$ cat src/rtl/markov_pipeline_sequencer.sv
// -----------------------------------------------------------------------------
// markov_pipeline_sequencer
//
// Sequences a three-level processing tree:
//   four learners (AA, AB, BA, BB) -> two first-level merges (A, B)
//   -> one second-level merge.
// Each unit gets a single-cycle start pulse. Its completion is latched from
// the cycle after that pulse onward. A first-level merge starts as soon as
// both of its learners are finished, so merge A can run while learners BA/BB
// are still busy. A per-stage watchdog stops a run that stalls.
//
// Ports
//   clk           : clock, rising edge
//   reset         : asynchronous reset, active low
//   go            : run request, accepted only in IDLE and only with abort=0
//   abort         : cancel the current run; error is left unchanged
//   learn_done    : learner completions  {BB, BA, AB, AA}, pulse or level
//   merge1_done   : first-merge completions {B, A}, pulse or level
//   merge2_done   : second-merge completion
//   learn_start   : single-cycle start pulses to the learners
//   merge1_start  : single-cycle start pulses to the first-merge units
//   merge2_start  : single-cycle start pulse to the second merge
//   busy          : high in every state except IDLE
//   done          : single-cycle pulse when a run completes successfully
//   error         : sticky watchdog-expiry flag, cleared by the next accepted go
//   stage         : current state, 0=IDLE 1=LEARN 2=MERGE1 3=MERGE2
//
// Every output is driven straight from a flop.
// -----------------------------------------------------------------------------
module markov_pipeline_sequencer #(
  parameter int TIMEOUT_W = 16,
  parameter int TIMEOUT   = 50000
) (
  input  logic       clk,
  input  logic       reset,
  input  logic       go,
  input  logic       abort,
  input  logic [3:0] learn_done,
  input  logic [1:0] merge1_done,
  input  logic       merge2_done,
  output logic [3:0] learn_start,
  output logic [1:0] merge1_start,
  output logic       merge2_start,
  output logic       busy,
  output logic       done,
  output logic       error,
  output logic [1:0] stage
);

  typedef enum logic [1:0] {
    S_IDLE   = 2'd0,
    S_LEARN  = 2'd1,
    S_MERGE1 = 2'd2,
    S_MERGE2 = 2'd3
  } state_e;

  // The watchdog fires on the cycle its count would reach TIMEOUT. As a
  // result, the state is left exactly TIMEOUT cycles after it was entered.
  localparam logic [TIMEOUT_W-1:0] WDOG_LAST = TIMEOUT_W'(TIMEOUT - 1);
  localparam logic [TIMEOUT_W-1:0] WDOG_ONE  = TIMEOUT_W'(1);

  state_e               state_q, state_d;
  logic [3:0]           lat_l_q, lat_l_d;
  logic [1:0]           lat_m1_q, lat_m1_d;
  logic [1:0]           issued_q, issued_d;
  logic [TIMEOUT_W-1:0] wdog_q, wdog_d;
  logic [3:0]           learn_start_q, learn_start_d;
  logic [1:0]           merge1_start_q, merge1_start_d;
  logic                 merge2_start_q, merge2_start_d;
  logic                 busy_q, busy_d;
  logic                 done_q, done_d;
  logic                 error_q, error_d;

  logic [1:0]           pair_ready;
  logic [1:0]           new_m1;

  always_comb begin
    // NOTE: every variable written in this block gets a default first, so no
    // path can leave one unassigned and infer a latch.
    state_d        = state_q;
    lat_l_d        = lat_l_q;
    lat_m1_d       = lat_m1_q;
    issued_d       = issued_q;
    wdog_d         = wdog_q;
    error_d        = error_q;
    learn_start_d  = 4'b0000;
    merge1_start_d = 2'b00;
    merge2_start_d = 1'b0;
    done_d         = 1'b0;
    pair_ready     = 2'b00;
    new_m1         = 2'b00;

    // Learner completions count only after the start cycle. The start pulse
    // is still high in that cycle, so learn_start_q marks it.
    if (state_q == S_LEARN && learn_start_q == 4'b0000) begin
      lat_l_d = lat_l_q | learn_done;
    end

    // First-merge completions count once that unit's start pulse has passed.
    if (state_q == S_LEARN || state_q == S_MERGE1) begin
      lat_m1_d = lat_m1_q | (merge1_done & issued_q & ~merge1_start_q);
    end

    case (state_q)
      S_IDLE: begin
        if (go && !abort) begin
          state_d       = S_LEARN;
          learn_start_d = 4'b1111;
          lat_l_d       = 4'b0000;
          lat_m1_d      = 2'b00;
          issued_d      = 2'b00;
          wdog_d        = '0;
          error_d       = 1'b0;
        end
      end

      S_LEARN: begin
        wdog_d     = wdog_q + WDOG_ONE;
        // The next latch value is used here so that a pair's merge starts on
        // the same edge that records its second learner finishing.
        pair_ready = {&lat_l_d[3:2], &lat_l_d[1:0]};
        new_m1     = pair_ready & ~issued_q;
        merge1_start_d = new_m1;
        issued_d       = issued_q | new_m1;
        if (&lat_l_d) begin
          state_d = S_MERGE1;
          wdog_d  = '0;
        end
      end

      S_MERGE1: begin
        wdog_d = wdog_q + WDOG_ONE;
        if (&lat_m1_d) begin
          state_d        = S_MERGE2;
          merge2_start_d = 1'b1;
          wdog_d         = '0;
        end
      end

      S_MERGE2: begin
        wdog_d = wdog_q + WDOG_ONE;
        if (merge2_done && !merge2_start_q) begin
          state_d = S_IDLE;
          done_d  = 1'b1;
          wdog_d  = '0;
        end
      end

      default: state_d = S_IDLE;
    endcase

    // Abort beats the watchdog, and both beat any pulse the stage logic
    // scheduled for the same edge.
    if (state_q != S_IDLE) begin
      if (abort) begin
        state_d        = S_IDLE;
        learn_start_d  = 4'b0000;
        merge1_start_d = 2'b00;
        merge2_start_d = 1'b0;
        done_d         = 1'b0;
        wdog_d         = '0;
      end else if (wdog_q == WDOG_LAST) begin
        state_d        = S_IDLE;
        learn_start_d  = 4'b0000;
        merge1_start_d = 2'b00;
        merge2_start_d = 1'b0;
        done_d         = 1'b0;
        error_d        = 1'b1;
        wdog_d         = '0;
      end
    end

    busy_d = (state_d != S_IDLE);
  end

  // NOTE: every flop is cleared by the asynchronous reset, latches and
  // watchdog included, so no run state can survive a reset.
  always_ff @(posedge clk or negedge reset) begin
    if (!reset) begin
      state_q        <= S_IDLE;
      lat_l_q        <= 4'b0000;
      lat_m1_q       <= 2'b00;
      issued_q       <= 2'b00;
      wdog_q         <= '0;
      learn_start_q  <= 4'b0000;
      merge1_start_q <= 2'b00;
      merge2_start_q <= 1'b0;
      busy_q         <= 1'b0;
      done_q         <= 1'b0;
      error_q        <= 1'b0;
    end else begin
      // NOTE: non-blocking assignments, so every flop samples values from
      // before the edge, whatever order these statements are written in.
      state_q        <= state_d;
      lat_l_q        <= lat_l_d;
      lat_m1_q       <= lat_m1_d;
      issued_q       <= issued_d;
      wdog_q         <= wdog_d;
      learn_start_q  <= learn_start_d;
      merge1_start_q <= merge1_start_d;
      merge2_start_q <= merge2_start_d;
      busy_q         <= busy_d;
      done_q         <= done_d;
      error_q        <= error_d;
    end
  end

  assign learn_start  = learn_start_q;
  assign merge1_start = merge1_start_q;
  assign merge2_start = merge2_start_q;
  assign busy         = busy_q;
  assign done         = done_q;
  assign error        = error_q;
  assign stage        = state_q;

endmodule

$ cat config.mk
export PLATFORM = sky130hd
export DESIGN_NAME = markov_pipeline_sequencer
export DESIGN_NICKNAME = d
export VERILOG_FILES = /design/src/rtl/markov_pipeline_sequencer.sv
export SDC_FILE = /design/constraint.sdc
export NUM_CORES = 1
export LEC_CHECK = 0
export BUFFER_PORTS_ARGS = -buffer_cell sky130_fd_sc_hd__buf_4
export CAP_MARGIN = 20
export CORE_UTILIZATION = 44
export DETAILED_ROUTE_END_ITERATION = 6
export GPL_ROUTABILITY_DRIVEN = 0
export GPL_TIMING_DRIVEN = 0
export HOLD_SLACK_MARGIN = 0.08
export PLACE_DENSITY = 0.74
export RECOVER_POWER = 100
export SETUP_SLACK_MARGIN = 0.05
export SLEW_MARGIN = 40
export SYNTH_ARGS = -nofsm -noshare
export SYNTH_HDL_FRONTEND = slang
export SYNTH_SLANG_ARGS = --single-unit
$ cat constraint.sdc
create_clock -name clk -period 2.3 [get_ports clk]
set_input_delay 0.115 -clock clk [delete_from_list [all_inputs] [get_ports clk]]
set_output_delay 0.115 -clock clk [all_outputs]
set_load 0.01 [all_outputs]
==> qor.txt <==
Residual DRC: 0
H-tree lvl count: 2
sequential share of the synthesized area: 45.71%
Die ar.: 0.004367 mm²
Worst Setup Start Kind: flip-flop
drt pass-1 iters: 4
Final Hold Slack: 0.09185 ns
CP top delay family: compound AO/OA/AOI/OAI gates
Die W: 66.08 µm
starting density of the core: 47.56%
Worst slew margin: -16.45%
Buf+Inv Stages, Crit Path: 2
initial antenna violation count: 0
synth-to-layout area growth: 17.38%
layout cells sized above 1: 18.52%
slowest CP cell: dfrtp_1
global-route wire length before repair: 6561 µm
worst path arrival time: 2.32 ns
Final Core Density: 55.83%
std cell rows: 22
combinational share of power: 34.8%
wire per inst: 14.75 µm
ordered list of cells on the worst path: inv_1, ha_1, a41oi_1, o21ai_1, a31oi_4, clkbuf_1, and3_1, a221o_1
maximum vdd drop: 0.6149 mV
R2R depth: 8
worst setup margin: 0.1564 ns
Num CTS Buffers: 5
Post-synth ARST share: 100.0%
Netlist cell types: 48
Vias/cell: 5.523
1st-iter DRT viols: 118
Tcrit/Tclk final: 93.20%
post-route ant nets: 0
failing checks: max-capacitance violations, max-slew violations
Hold/Removal Path Class: input port to flip-flop
clk root buf: clkbuf_8
Hold Path Cell Cnt: 3
crit end category: flip-flop
Sw Pwr: 0.7403 mW
vias: 1458
Die Y: 66.08 µm
IO Pins: 23
GR Util All Layers: 20.32%
Max-Cap Viols: 1
Avg Inst Size Synth: 9.873 µm²
GR Overflow Total: 0
Final Cell Area: 0.002121 mm²
worst slack, placed: 0.1213 ns
instance count on the critical path: 8
Max Clock Skew: 0.003705 ns
Max clock buf depth: 2
clock transition at the registers of the reported paths: 0.07 ns
dpl cell area: 0.002032 mm²
input/output buffers: 22
Post-Syn Instances: 183
synthesized area: 0.001807 mm²
Final setup violation count: 0
RSZ-0062 raised after global routing: false
crit path time final: 2.144 ns
hpwl dp: 2719 µm
multi-input logic area: 879.6 µm²
Core Area: 0.003799 mm²
Worst-Margin Slew: 1.747 ns
Reg area: 825.8 µm²
Worst EP required: 2.48 ns
final hold viol count: 0
fmax: 466.5 MHz
pin count of the biggest net entering global routing: 34
Slew Limit Fails: 34
clock power share: 25.1%
setup_tns: 0 ns
Max FO, Critical Path: 7
# clock sinks: 33
Post-synth EDFFs: 0
Synth Net Count: 199
CTS tree: built
vias in the first global route: 1459
P_leak: 0.9808 nW
sequential power share: 40.1%
Ant. Diodes: 0
synth warn: 0
flops & latches, synth: 33
status: finished, violations left
cell-internal power: 1.240 mW
Clock Latency Late Sink: 0.30 ns
PD cells: 933.8 mW/mm²
Setup CP Type: flip-flop to flip-flop
fill count: 370
Final Net Count: 231
top_reg_cell synth: dfrtp_1
final wirelength: 3895 µm
Sw Ratio: 37.38%
largest stage delay on the critical path: 0.39 ns
metrics by stage:
stage | cells | power, mW
after floorplan | 183 | 1.271
final | 264 | 1.980
after detailed placement | 253 | 1.512
after global routing | 264 | 2.115
after global placement | 253 | 1.483
after CTS | 263 | 2.008
power groups by stage:
stage | sequential [mW] | clock (mW) | combinational (mW)
after floorplan | 0.797 | 0 | 0.474
after global placement | 0.791 | 0 | 0.692
after detailed placement | 0.803 | 0 | 0.709
after CTS | 0.793 | 0.501 | 0.714
after global routing | 0.809 | 0.535 | 0.771
final | 0.794 | 0.497 | 0.690
registers in the layout, summed over array words and instances (netlist names):
register / count
wdog_q: 16
lat_l_q: 4
issued_q: 2
lat_m1_q: 2
merge1_start: 2
stage: 2
busy: 1
done: 1
error: 1
learn_start: 1
merge2_start: 1
routing by layer:
metal	up-vias	part of all wire, %	GRT usage (%)
met5	-	0	0
met4	0	1.5	11.44
met3	6	5.6	4.483
met2	35	45	31.38
met1	696	48	26.08
li1	721	-	-
cell families (layout without fill, tap and decap cells):
| kind of cell | after synthesis | count (layout) | synth area share (%) |
|---|---|---|---|
| flops | 33 | 33 | 45.71 |
| simple gates | 74 | 74 | 22.92 |
| fa+ha+maj | 5 | 5 | 3.463 |
| compound gates | 47 | 47 | 19.46 |
| buf+inv | 19 | 52 | 5.678 |
| xor+xnor | 1 | 1 | 0.4849 |
| mux | 4 | 4 | 2.285 |
tightest hold or removal path, stage by stage:
cell	delay, ns
buf_4	0.10
a21oi_1	0.06
nor2_1	0.08
path summary, 6_finish.rpt:
kind                              endpoint  slack [ns]           from
setup / recovery                 wdog_q[9]        0.16       stage[1]
hold / removal                  lat_l_q[3]        0.09  learn_done[3]
setup reg to reg                 wdog_q[9]        0.16       stage[1]
hold reg to reg            merge1_start[0]        0.50    issued_q[0]
max in group asynchronous     merge2_start        0.46          reset
min in group asynchronous       lat_l_q[3]        0.82          reset
final cells by class:
type	count	share of cell area, %
repair buffers	25	7.139
plain buffers	9	3.068
flip-flops and latches	33	38.94
inverters	10	1.770
clock buffers	7	4.543
clock inverters	1	0.2360
well taps	48	2.832
multi-input cells	131	41.48
synth_stat cells (3+ instances only):
library cell,instances,area (µm²)
dfrtp_1,33,825.8
nor2_1,22,82.58
a21oi_1,15,75.07
nand2_1,14,52.55
inv_1,9,33.78
nand3_1,7,35.03
and3_1,6,37.54
a221o_1,5,50.05
a22o_1,5,43.79
ha_1,5,62.56
o21ai_1,5,25.02
buf_4,4,30.03
nand4_1,4,25.02
a21o_1,3,22.52
mux2i_1,3,30.03
nor2b_1,3,18.77
nor3_1,3,15.01
timing repair:
action | in CTS | in global routing
gates resized for setup | 0 | 3
hold endpoints to repair | 34 | 0
setup buffers | 0 | 1
hold buffers | 2 | 0
endpoints found under the setup margin | 0 | 4
layout by cell type (no fill, tap or decap), drive strengths merged, types with 2 or more instances in the layout:
master	Yosys	final
dfrtp	33	33
nor2	23	23
clkbuf	2	23
a21oi	16	16
buf	7	16
nand2	15	15
inv	10	10
nand3	7	7
o21ai	7	7
and3	6	6
nand4	5	5
a221o	5	5
a22o	5	5
ha	5	5
nor2b	4	4
nor3	3	3
a21o	3	3
mux2i	3	3
o22ai	3	3
nor3b	2	2
dlygate4sd3	0	2
a41oi	2	2
nor4bb	2	2
a31oi	2	2
or2	2	2
Power figures use the tool's default switching activity.
